### src/rtl/uart_tx_piso_if.sv
// Word handshake between a producer and the UART transmit serializer.
interface uart_tx_piso_if #(
    parameter int DATA_WIDTH = 8
) ();
    logic                  s_valid;
    logic [DATA_WIDTH-1:0] s_data;
    logic                  s_ready;

    modport master (output s_valid, output s_data, input s_ready);
    modport slave  (input s_valid, input s_data, output s_ready);
endinterface

### src/rtl/uart_tx_piso.sv
// Parallel-in/serial-out shifter for the UART transmit path with a one-word
// holding register, so back-to-back words leave the line without a gap.
module uart_tx_piso #(
    parameter int   DATA_WIDTH = 8,
    parameter int   LSB_FIRST  = 1,
    parameter logic IDLE_LEVEL = 1'b0,
    parameter int   CNT_W      = $clog2(DATA_WIDTH + 1)
) (
    input  logic               clk,
    input  logic               rst,
    uart_tx_piso_if.slave      s_if,
    input  logic               i_shift_en,
    input  logic               i_flush,
    output logic               o_s_output,
    output logic [CNT_W-1:0]   o_bit_no,
    output logic               o_busy,
    output logic               o_ser_done
);
    typedef enum logic [1:0] {ST_IDLE = 2'd0, ST_SHIFT = 2'd1, ST_LAST = 2'd2} state_t;

    localparam logic [CNT_W-1:0] LP_DW = CNT_W'(DATA_WIDTH);

    state_t                r_state,  w_state_nxt;
    logic [DATA_WIDTH-1:0] r_pend,   w_pend_nxt;
    logic                  r_pend_v, w_pend_v_nxt;
    logic [DATA_WIDTH-1:0] r_shreg,  w_shreg_nxt;
    logic                  r_out,    w_out_nxt;
    logic [CNT_W-1:0]      r_bit_no, w_bit_no_nxt;
    logic                  r_done,   w_done_nxt;
    logic                  w_accept;
    logic [CNT_W-1:0]      w_bit_inc;

    // Bit driven when idx bits of the word have already gone out.
    function automatic logic pick_bit(input logic [DATA_WIDTH-1:0] word,
                                      input logic [CNT_W-1:0] idx);
        logic b;
        int   pos;
        b   = 1'b0;
        pos = (LSB_FIRST != 0) ? int'(idx) : (DATA_WIDTH - 1 - int'(idx));
        for (int i = 0; i < DATA_WIDTH; i++) begin
            b = (i == pos) ? word[i] : b;
        end
        return b;
    endfunction

    assign w_accept  = s_if.s_valid & ~r_pend_v;
    assign w_bit_inc = r_bit_no + CNT_W'(1);

    // Next-state and next-output logic for the serializer FSM.
    always_comb begin
        w_state_nxt  = r_state;
        w_pend_nxt   = r_pend;
        w_pend_v_nxt = r_pend_v;
        w_shreg_nxt  = r_shreg;
        w_out_nxt    = r_out;
        w_bit_no_nxt = r_bit_no;
        w_done_nxt   = 1'b0;
        if (i_flush) begin
            w_state_nxt  = ST_IDLE;
            w_pend_v_nxt = 1'b0;
            w_bit_no_nxt = '0;
            w_out_nxt    = IDLE_LEVEL;
        end else begin
            if (w_accept) begin
                w_pend_nxt   = s_if.s_data;
                w_pend_v_nxt = 1'b1;
            end else begin
                w_pend_nxt   = r_pend;
            end
            case (r_state)
                ST_IDLE: begin
                    if (r_pend_v) begin
                        w_shreg_nxt  = r_pend;
                        w_pend_v_nxt = 1'b0;
                        w_bit_no_nxt = '0;
                        w_state_nxt  = ST_SHIFT;
                    end else begin
                        w_state_nxt  = ST_IDLE;
                    end
                end
                ST_SHIFT: begin
                    if (i_shift_en) begin
                        w_out_nxt    = pick_bit(r_shreg, r_bit_no);
                        w_bit_no_nxt = w_bit_inc;
                        w_state_nxt  = (w_bit_inc == LP_DW) ? ST_LAST : ST_SHIFT;
                    end else begin
                        w_state_nxt  = ST_SHIFT;
                    end
                end
                ST_LAST: begin
                    if (i_shift_en) begin
                        w_done_nxt = 1'b1;
                        // Chain straight into the pending word to keep the line gapless.
                        if (r_pend_v) begin
                            w_shreg_nxt  = r_pend;
                            w_out_nxt    = pick_bit(r_pend, CNT_W'(0));
                            w_bit_no_nxt = CNT_W'(1);
                            w_pend_v_nxt = 1'b0;
                            w_state_nxt  = (DATA_WIDTH == 1) ? ST_LAST : ST_SHIFT;
                        end else begin
                            w_out_nxt    = IDLE_LEVEL;
                            w_bit_no_nxt = '0;
                            w_state_nxt  = ST_IDLE;
                        end
                    end else begin
                        w_state_nxt = ST_LAST;
                    end
                end
                default: begin
                    w_state_nxt = ST_IDLE;
                end
            endcase
        end
    end

    // State and output registers.
    always_ff @(posedge clk or negedge rst) begin
        if (!rst) begin
            r_state  <= ST_IDLE;
            r_pend   <= '0;
            r_pend_v <= 1'b0;
            r_shreg  <= '0;
            r_out    <= IDLE_LEVEL;
            r_bit_no <= '0;
            r_done   <= 1'b0;
        end else begin
            r_state  <= w_state_nxt;
            r_pend   <= w_pend_nxt;
            r_pend_v <= w_pend_v_nxt;
            r_shreg  <= w_shreg_nxt;
            r_out    <= w_out_nxt;
            r_bit_no <= w_bit_no_nxt;
            r_done   <= w_done_nxt;
        end
    end

    assign s_if.s_ready = ~r_pend_v;
    assign o_s_output   = r_out;
    assign o_bit_no     = r_bit_no;
    assign o_busy       = (r_state != ST_IDLE) | r_pend_v;
    assign o_ser_done   = r_done;
endmodule

### src/flat_wrapper.sv
// flat-port wrapper written by rule: the top's interface ports become plain ports
module uart_tx_piso_flat 
#(
    parameter int   DATA_WIDTH = 8,
    parameter int   LSB_FIRST  = 1,
    parameter logic IDLE_LEVEL = 1'b0,
    parameter int   CNT_W      = $clog2(DATA_WIDTH + 1)
)
  (clk, rst, i_shift_en, i_flush, o_s_output, o_bit_no, o_busy, o_ser_done, s_if_s_valid, s_if_s_data, s_if_s_ready);
  uart_tx_piso_if #(.DATA_WIDTH(DATA_WIDTH)) s_if_i ();
  input  logic clk;
  input  logic rst;
  input  logic i_shift_en;
  input  logic i_flush;
  output logic o_s_output;
  output logic [CNT_W-1:0] o_bit_no;
  output logic o_busy;
  output logic o_ser_done;
  input wire logic [$bits(s_if_i.s_valid)-1:0] s_if_s_valid;
  input wire logic [$bits(s_if_i.s_data)-1:0] s_if_s_data;
  output wire logic [$bits(s_if_i.s_ready)-1:0] s_if_s_ready;
  assign s_if_i.s_valid = s_if_s_valid;
  assign s_if_i.s_data = s_if_s_data;
  assign s_if_s_ready = s_if_i.s_ready;
  uart_tx_piso #(.DATA_WIDTH(DATA_WIDTH), .LSB_FIRST(LSB_FIRST), .IDLE_LEVEL(IDLE_LEVEL), .CNT_W(CNT_W)) u_core (.clk(clk), .rst(rst), .s_if(s_if_i), .i_shift_en(i_shift_en), .i_flush(i_flush), .o_s_output(o_s_output), .o_bit_no(o_bit_no), .o_busy(o_busy), .o_ser_done(o_ser_done));
endmodule
### config.mk
export PLATFORM = sky130hd
export DESIGN_NAME = uart_tx_piso_flat
export DESIGN_NICKNAME = d
export VERILOG_FILES = /design/src/rtl/uart_tx_piso_if.sv /design/src/rtl/uart_tx_piso.sv /design/src/flat_wrapper.sv
export SDC_FILE = /design/constraint.sdc
export NUM_CORES = 1
export LEC_CHECK = 0
export CAP_MARGIN = 30
export CORE_ASPECT_RATIO = 1.1
export CORE_MARGIN = 4
export CORE_UTILIZATION = 47
export CTS_CLUSTER_SIZE = 24
export DETAILED_ROUTE_END_ITERATION = 10
export PLACE_DENSITY = 0.78
export SYNTH_ARGS = -nofsm -noshare
export SYNTH_HDL_FRONTEND = slang
export SYNTH_SLANG_ARGS = --single-unit
### constraint.sdc
create_clock -name clk -period 1.8 [get_ports clk]
set_input_delay 0.18 -clock clk [delete_from_list [all_inputs] [get_ports clk]]
set_output_delay 0.18 -clock clk [all_outputs]
set_load 0.02 [all_outputs]
==> results of run 1 <==
-- report_power, final --
group          switching (W)  total, W  internal, W
clock network       0.000167  0.000251    0.0000833
registers          0.0000626  0.000734     0.000671
logic               0.000110  0.000284     0.000174
-- worst max-delay path: stages (launching register included) --
cell and delay (ns):
dfrtp_1 0.42, inv_1 0.10, ha_1 0.17, or3b_4 0.40, a21boi_4 0.13, or4b_1 0.42
o21ai_0 0.08
-- through the flow --
step                setup slack (ns)  instances  cell area [sq um]  util (%)  total power [W]
CTS                          0.00389        186               1690      61.5          0.00128
detailed placement            0.0143        180               1650      60.0          0.00103
floorplan                     0.0104        120               1350         -         0.000915
global placement              0.0795        180               1650      60.0          0.00101
finish                      -0.00237        186               1700      61.7          0.00127
global route                 -0.0996        186               1700      61.7          0.00135
-- cells by family after synthesis --
family          after synthesis  synth area share (%)
simple gates                 35                  16.0
flops                        25                  46.6
compound gates               21                  10.7
mux                          17                  14.2
buf+inv                      12                  3.54
fa+ha+maj                     9                  8.38
xor+xnor                      1                 0.652
-- flip-flops by register name, summed over array words and instances, names as in the netlist --
signal and flops:
u_core.r_pend 8, u_core.r_state 2, u_core.o_s_output 1, u_core.o_ser_done 1, u_core.o_bit_no 4, u_core.r_shreg 8, u_core.r_pend_v 1
-- cell usage after synthesis --
cell type	n	area, sq um
a2111oi_0	1	8.76
or4b_1	1	10.0
a21oi_1	6	30.0
o311ai_0	1	8.76
o32ai_1	1	8.76
mux2i_1	1	10.0
a21boi_4	1	18.8
nand3b_1	3	22.5
xor2_1	1	8.76
buf_2	2	10.0
and2_1	1	6.26
a22oi_1	1	7.51
dfrtp_1	25	626
nand4_1	1	6.26
ha_1	9	113
nand4b_1	1	8.76
nor3b_2	1	12.5
a311oi_1	1	8.76
nand2b_1	6	37.5
or3b_4	1	11.3
inv_1	9	33.8
o21ai_0	7	35.0
nand2_1	6	22.5
nor3_2	1	10.0
nor2b_1	4	25.0
a31o_2	1	8.76
nor2_1	5	18.8
nand3_1	1	5.00
clkbuf_1	1	3.75
mux2_2	16	180
or4_1	1	7.51
nor3_1	1	5.00
a32oi_1	1	8.76
nor4_1	1	6.26
-- final timing paths --
path                                         from            endpoint  slack, ns  cells after the start
worst max-delay path            u_core.r_state[0]  u_core.o_bit_no[3]     -0.002                      6
worst min-delay path                          rst   u_core.o_ser_done       0.19                      2
worst max register to register  u_core.r_state[0]  u_core.o_bit_no[3]     -0.002                      6
worst min register to register   u_core.r_pend[4]    u_core.r_pend[4]       0.52                      1
max in group asynchronous                     rst     u_core.r_pend_v       1.35                      2
min in group clk                   s_if_s_data[6]    u_core.r_pend[6]       0.46                      2
-- per-layer routing --
layer / up-vias / wire length, um
li1: 488 / -
met1: 504 / 1090
met2: 30 / 1420
met3: 11 / 141
met4: 0 / 69
met5: - / 0
-- repair_timing --
action / CTS / global route
gates resized for setup: 1 / 8
pin swaps: 0 / 1
buffers inserted: 2 / 0
setup endpoints to repair: 2 / 16
-- layout make-up --
type	count	area [sq um]
Fill cell	230	1050
Tap cell	33	41.3
Clock inverter	1	5.00
Clock buffer	3	22.5
Multi-Input combinational cell	83	679
Sequential cell	25	627
Inverter	9	33.8
Timing Repair Buffer	32	289
==> impl_metrics.tcl, run 1 <==
set metrics [dict create \
    die_h_um 64.1 \
    fin_tns_setup_ns -0.00237 \
    dr.pass1.iters 6 \
    antenna_found_initial 0 \
    slew_headroom_pct 79.0 \
    use_met1_pct 18.6 \
    hold_class "primary input to async pin" \
    rsz0062_at_grt "true" \
    htreeDepth 1 \
    status "complete, but fails checks" \
    route.detailed.drc 0 \
    busiest_layer "met2" \
    layout_common_cells "dfrtp_1, clkdlybuf4s50_1, mux2_2, buf_4, inv_1" \
    grtUsageTotal_pct 16.0 \
    wire_per_inst_um 14.6 \
    portBuffers 20 \
    path_max_fanout 3 \
    syn_nets 142 \
    core_area_sq_um 2750 \
    die_area_sq_um 3780 \
    dp_hpwl_um 2030 \
    worstMarginPinSlew_ns 0.311 \
    yosysSeqAreaShare_pct 46.6 \
    cts_root_buffer "clkbuf_4" \
    met2_usage_pct 27.9 \
    cap_violations 0 \
    grt_pass1_vias 1086 \
    avgSynthCellArea_sq_um 11.2 \
    gr-usage-met3_pct 3.64 \
    fmax_ghz 0.555 \
    ant_nets 0 \
    synth-seq-cells 25 \
    period_share_pct 100 \
    ir_drop_mv 0.559 \
    clock_skew_ns 0.0117 \
    power_leakage_nw 0.706 \
    critPathKind "flop to flop" \
    worst_slack_ns -0.00237 \
    io_pins 21 \
    num_vias 1033 \
    clk_latency_ns 0.32 \
    worstPathRequired_ns 2.05 \
    antennaDiodeCount 0 \
    hold_viol_final 0 \
    syn_area_sq_um 1340 \
    layout.nets 176 \
    period_minus_slack_ns 1.80 \
    grt_pass1_wl_um 4710 \
    grt_max_degree 26 \
    end_kind "flop" \
    p_per_area_nw_per_um2 747 \
    violations "negative setup slack" \
    hold_ws_ns 0.188 \
    wirelength_um 2720 \
    start_util_pct 48.8 \
    grt.overflow.total 0 \
    hold_buffers 0 \
    setup_viol 1 \
    cts_tree "done" \
    syn_to_final_growth_pct 26.4 \
    clk_pin_slew_ns 0.14 \
    syn_inst 120 \
    cts_sinks 25 \
    synthDistinctLibCells 34 \
    core.rowCount 20 \
    drt_iter0_markers 30 \
    worst_setup_path_start_kind "flop" \
    cts_buffers 3 \
    drive_above_1_share_pct 28.1 \
    drv_slew 0 \
    final_common_cell "dfrtp_1" \
    crit_arrival_ns 2.05 \
    gp_congestion 0.805 \
    cts_buffer_depth 2 \
    via_per_inst 5.55 \
    ys_warn_count 0 \
    die_x_um 59.0 \
]
Power figures use the tool's default switching activity.
==> run 2: changes to the inputs <==
--- a/config.mk
+++ b/config.mk
@@ -7,7 +7,7 @@
 export LEC_CHECK = 0
 export CAP_MARGIN = 30
 export CORE_ASPECT_RATIO = 1.1
-export CORE_MARGIN = 4
+export CORE_MARGIN = 2
 export CORE_UTILIZATION = 47
 export CTS_CLUSTER_SIZE = 24
 export DETAILED_ROUTE_END_ITERATION = 10
==> run 2 against run 1 <==
Against the previous run:
- the flow still finishes with violations (negative setup slack)
- via count shrank 0.97%
- utilization is 0.14 points higher
- final area rose by 0.22%
- sequential power barely moved
- global-route usage is 3.2 points higher
- critical path type unchanged
- critical endpoint unchanged
==> impl_metrics.tcl, run 2 (synthesis results as in run 1) <==
set metrics [dict create \
    drt_iter0_markers 15 \
    cts_buffer_depth 2 \
    setup_viol 1 \
    dr.pass1.iters 4 \
    clk_latency_ns 0.32 \
    met2_usage_pct 34.4 \
    worstPathRequired_ns 2.05 \
    r2r_setup_slack_ns -0.03 \
    grt_pass1_wl_um 4620 \
    num_vias 1023 \
    use_met1_pct 22.6 \
    hold_class "primary input to async pin" \
    slew_headroom_pct 76.0 \
    clock_skew_ns 0.00453 \
    dp_hpwl_um 2020 \
    violations "negative setup slack" \
    die_x_um 55.0 \
    core.rowCount 20 \
    placed_area_sq_um 1650 \
    start_util_pct 48.8 \
    cap_violations 0 \
    period_share_pct 102 \
    cts_sinks 25 \
    antennaDiodeCount 0 \
    grtUsageTotal_pct 19.2 \
    io_pins 21 \
    power_leakage_nw 0.710 \
    gp_congestion 0.839 \
    ir_drop_mv 0.625 \
    grt.overflow.total 0 \
    cts_tree "done" \
    busiest_layer "met2" \
    power.total_w 0.00127 \
    grt_max_degree 26 \
    hold_viol_final 0 \
    via_per_inst 5.50 \
    drive_above_1_share_pct 26.8 \
    final_common_cell "dfrtp_1" \
    wire_per_inst_um 14.4 \
    clk_pin_slew_ns 0.13 \
    cts_buffers 3 \
    rsz0062_at_grt "true" \
    worst_slack_ns -0.0299 \
    antenna_found_initial 0 \
    crit-reg2reg-launch "u_core.r_state[1]" \
    drv_slew 0 \
    crit_arrival_ns 2.08 \
    end_kind "flop" \
    fin_tns_setup_ns -0.0299 \
    syn_to_final_growth_pct 26.6 \
    status "complete, but fails checks" \
    ant_nets 0 \
    grt_pass1_vias 1081 \
    cts_root_buffer "clkbuf_4" \
    worstMarginPinSlew_ns 0.351 \
    die_h_um 60.1 \
    design_area_sq_um 1700 \
    die_area_sq_um 3300 \
    route.detailed.drc 0 \
    hold_ws_ns 0.209 \
    fmax_ghz 0.546 \
    layout.nets 176 \
    portBuffers 20 \
    gr-usage-met3_pct 3.00 \
    layout_common_cells "dfrtp_1, clkdlybuf4s50_1, mux2_2, buf_4" \
    reg2reg_to "u_core.o_bit_no[3]" \
    reg2regPathDepth 6 \
    core_area_sq_um 2750 \
    path_max_fanout 3 \
    p_per_area_nw_per_um2 745 \
    worst_setup_path_start_kind "flop" \
    wirelength_um 2680 \
    critPathKind "flop to flop" \
    fillers 237 \
    htreeDepth 1 \
    period_minus_slack_ns 1.83 \
]
[run 2: final cells by class]
class	count	area (sq um)	share of cell area (%)
well taps	33	41.3	2.43
flip-flops and latches	25	626	36.8
clock buffers	4	26.3	1.54
multi-input cells	83	686	40.3
inverters	9	33.8	1.99
repair buffers	32	289	17.0
[run 2: per-stage QoR]
step / instances / worst slack, ns / util, %
3_3_place_gp: 180 / 0.0801 / 60.0
2_1_floorplan: 120 / 0.0104 / -
3_5_place_dp: 180 / 0.0198 / 60.0
5_1_grt: 186 / -0.0518 / 61.8
6_report: 186 / -0.0299 / 61.8
4_1_cts: 185 / 0.00689 / 61.2
[run 2: where the power goes]
part	total [W]	switching (W)	leakage, nW	internal [W]
Combinational	0.000285	0.000112	0.381	0.000174
Sequential	0.000737	0.0000657	0.314	0.000671
Clock	0.000246	0.000159	0.0150	0.0000867
[run 2: worst max path at each step]
stage                      startpoint            endpoint  slack, ns  depth (start not counted)
detailed placement  u_core.r_state[0]  u_core.o_bit_no[3]       0.02                          6
global route        u_core.r_state[1]  u_core.o_bit_no[3]      -0.05                          6
floorplan           u_core.r_state[0]  u_core.o_bit_no[3]       0.01                          6
finish              u_core.r_state[1]  u_core.o_bit_no[3]      -0.03                          6
CTS                 u_core.r_state[1]  u_core.o_bit_no[3]      0.007                          6
global placement           i_shift_en   u_core.r_shreg[0]       0.08                          6
[run 2: critical path: stages, from the launching register on]
cell and delay (ns):
dfrtp_1 0.46, inv_2 0.06, ha_2 0.18, or3b_4 0.41
a21boi_4 0.14, or4b_1 0.43, o21ai_0 0.08
[run 2: layer usage]
layer	vias up	wire length [um]
met5	-	0
met4	0	33
met3	4	85
met2	17	1410
met1	515	1160
li1	487	-
[run 2: repair_timing]
item                                    CTS  global route
pin swaps                                 0             0
hold buffers                              0             0
setup buffers                             1             1
endpoints found under the setup margin    2            12
resized for setup                         1             6
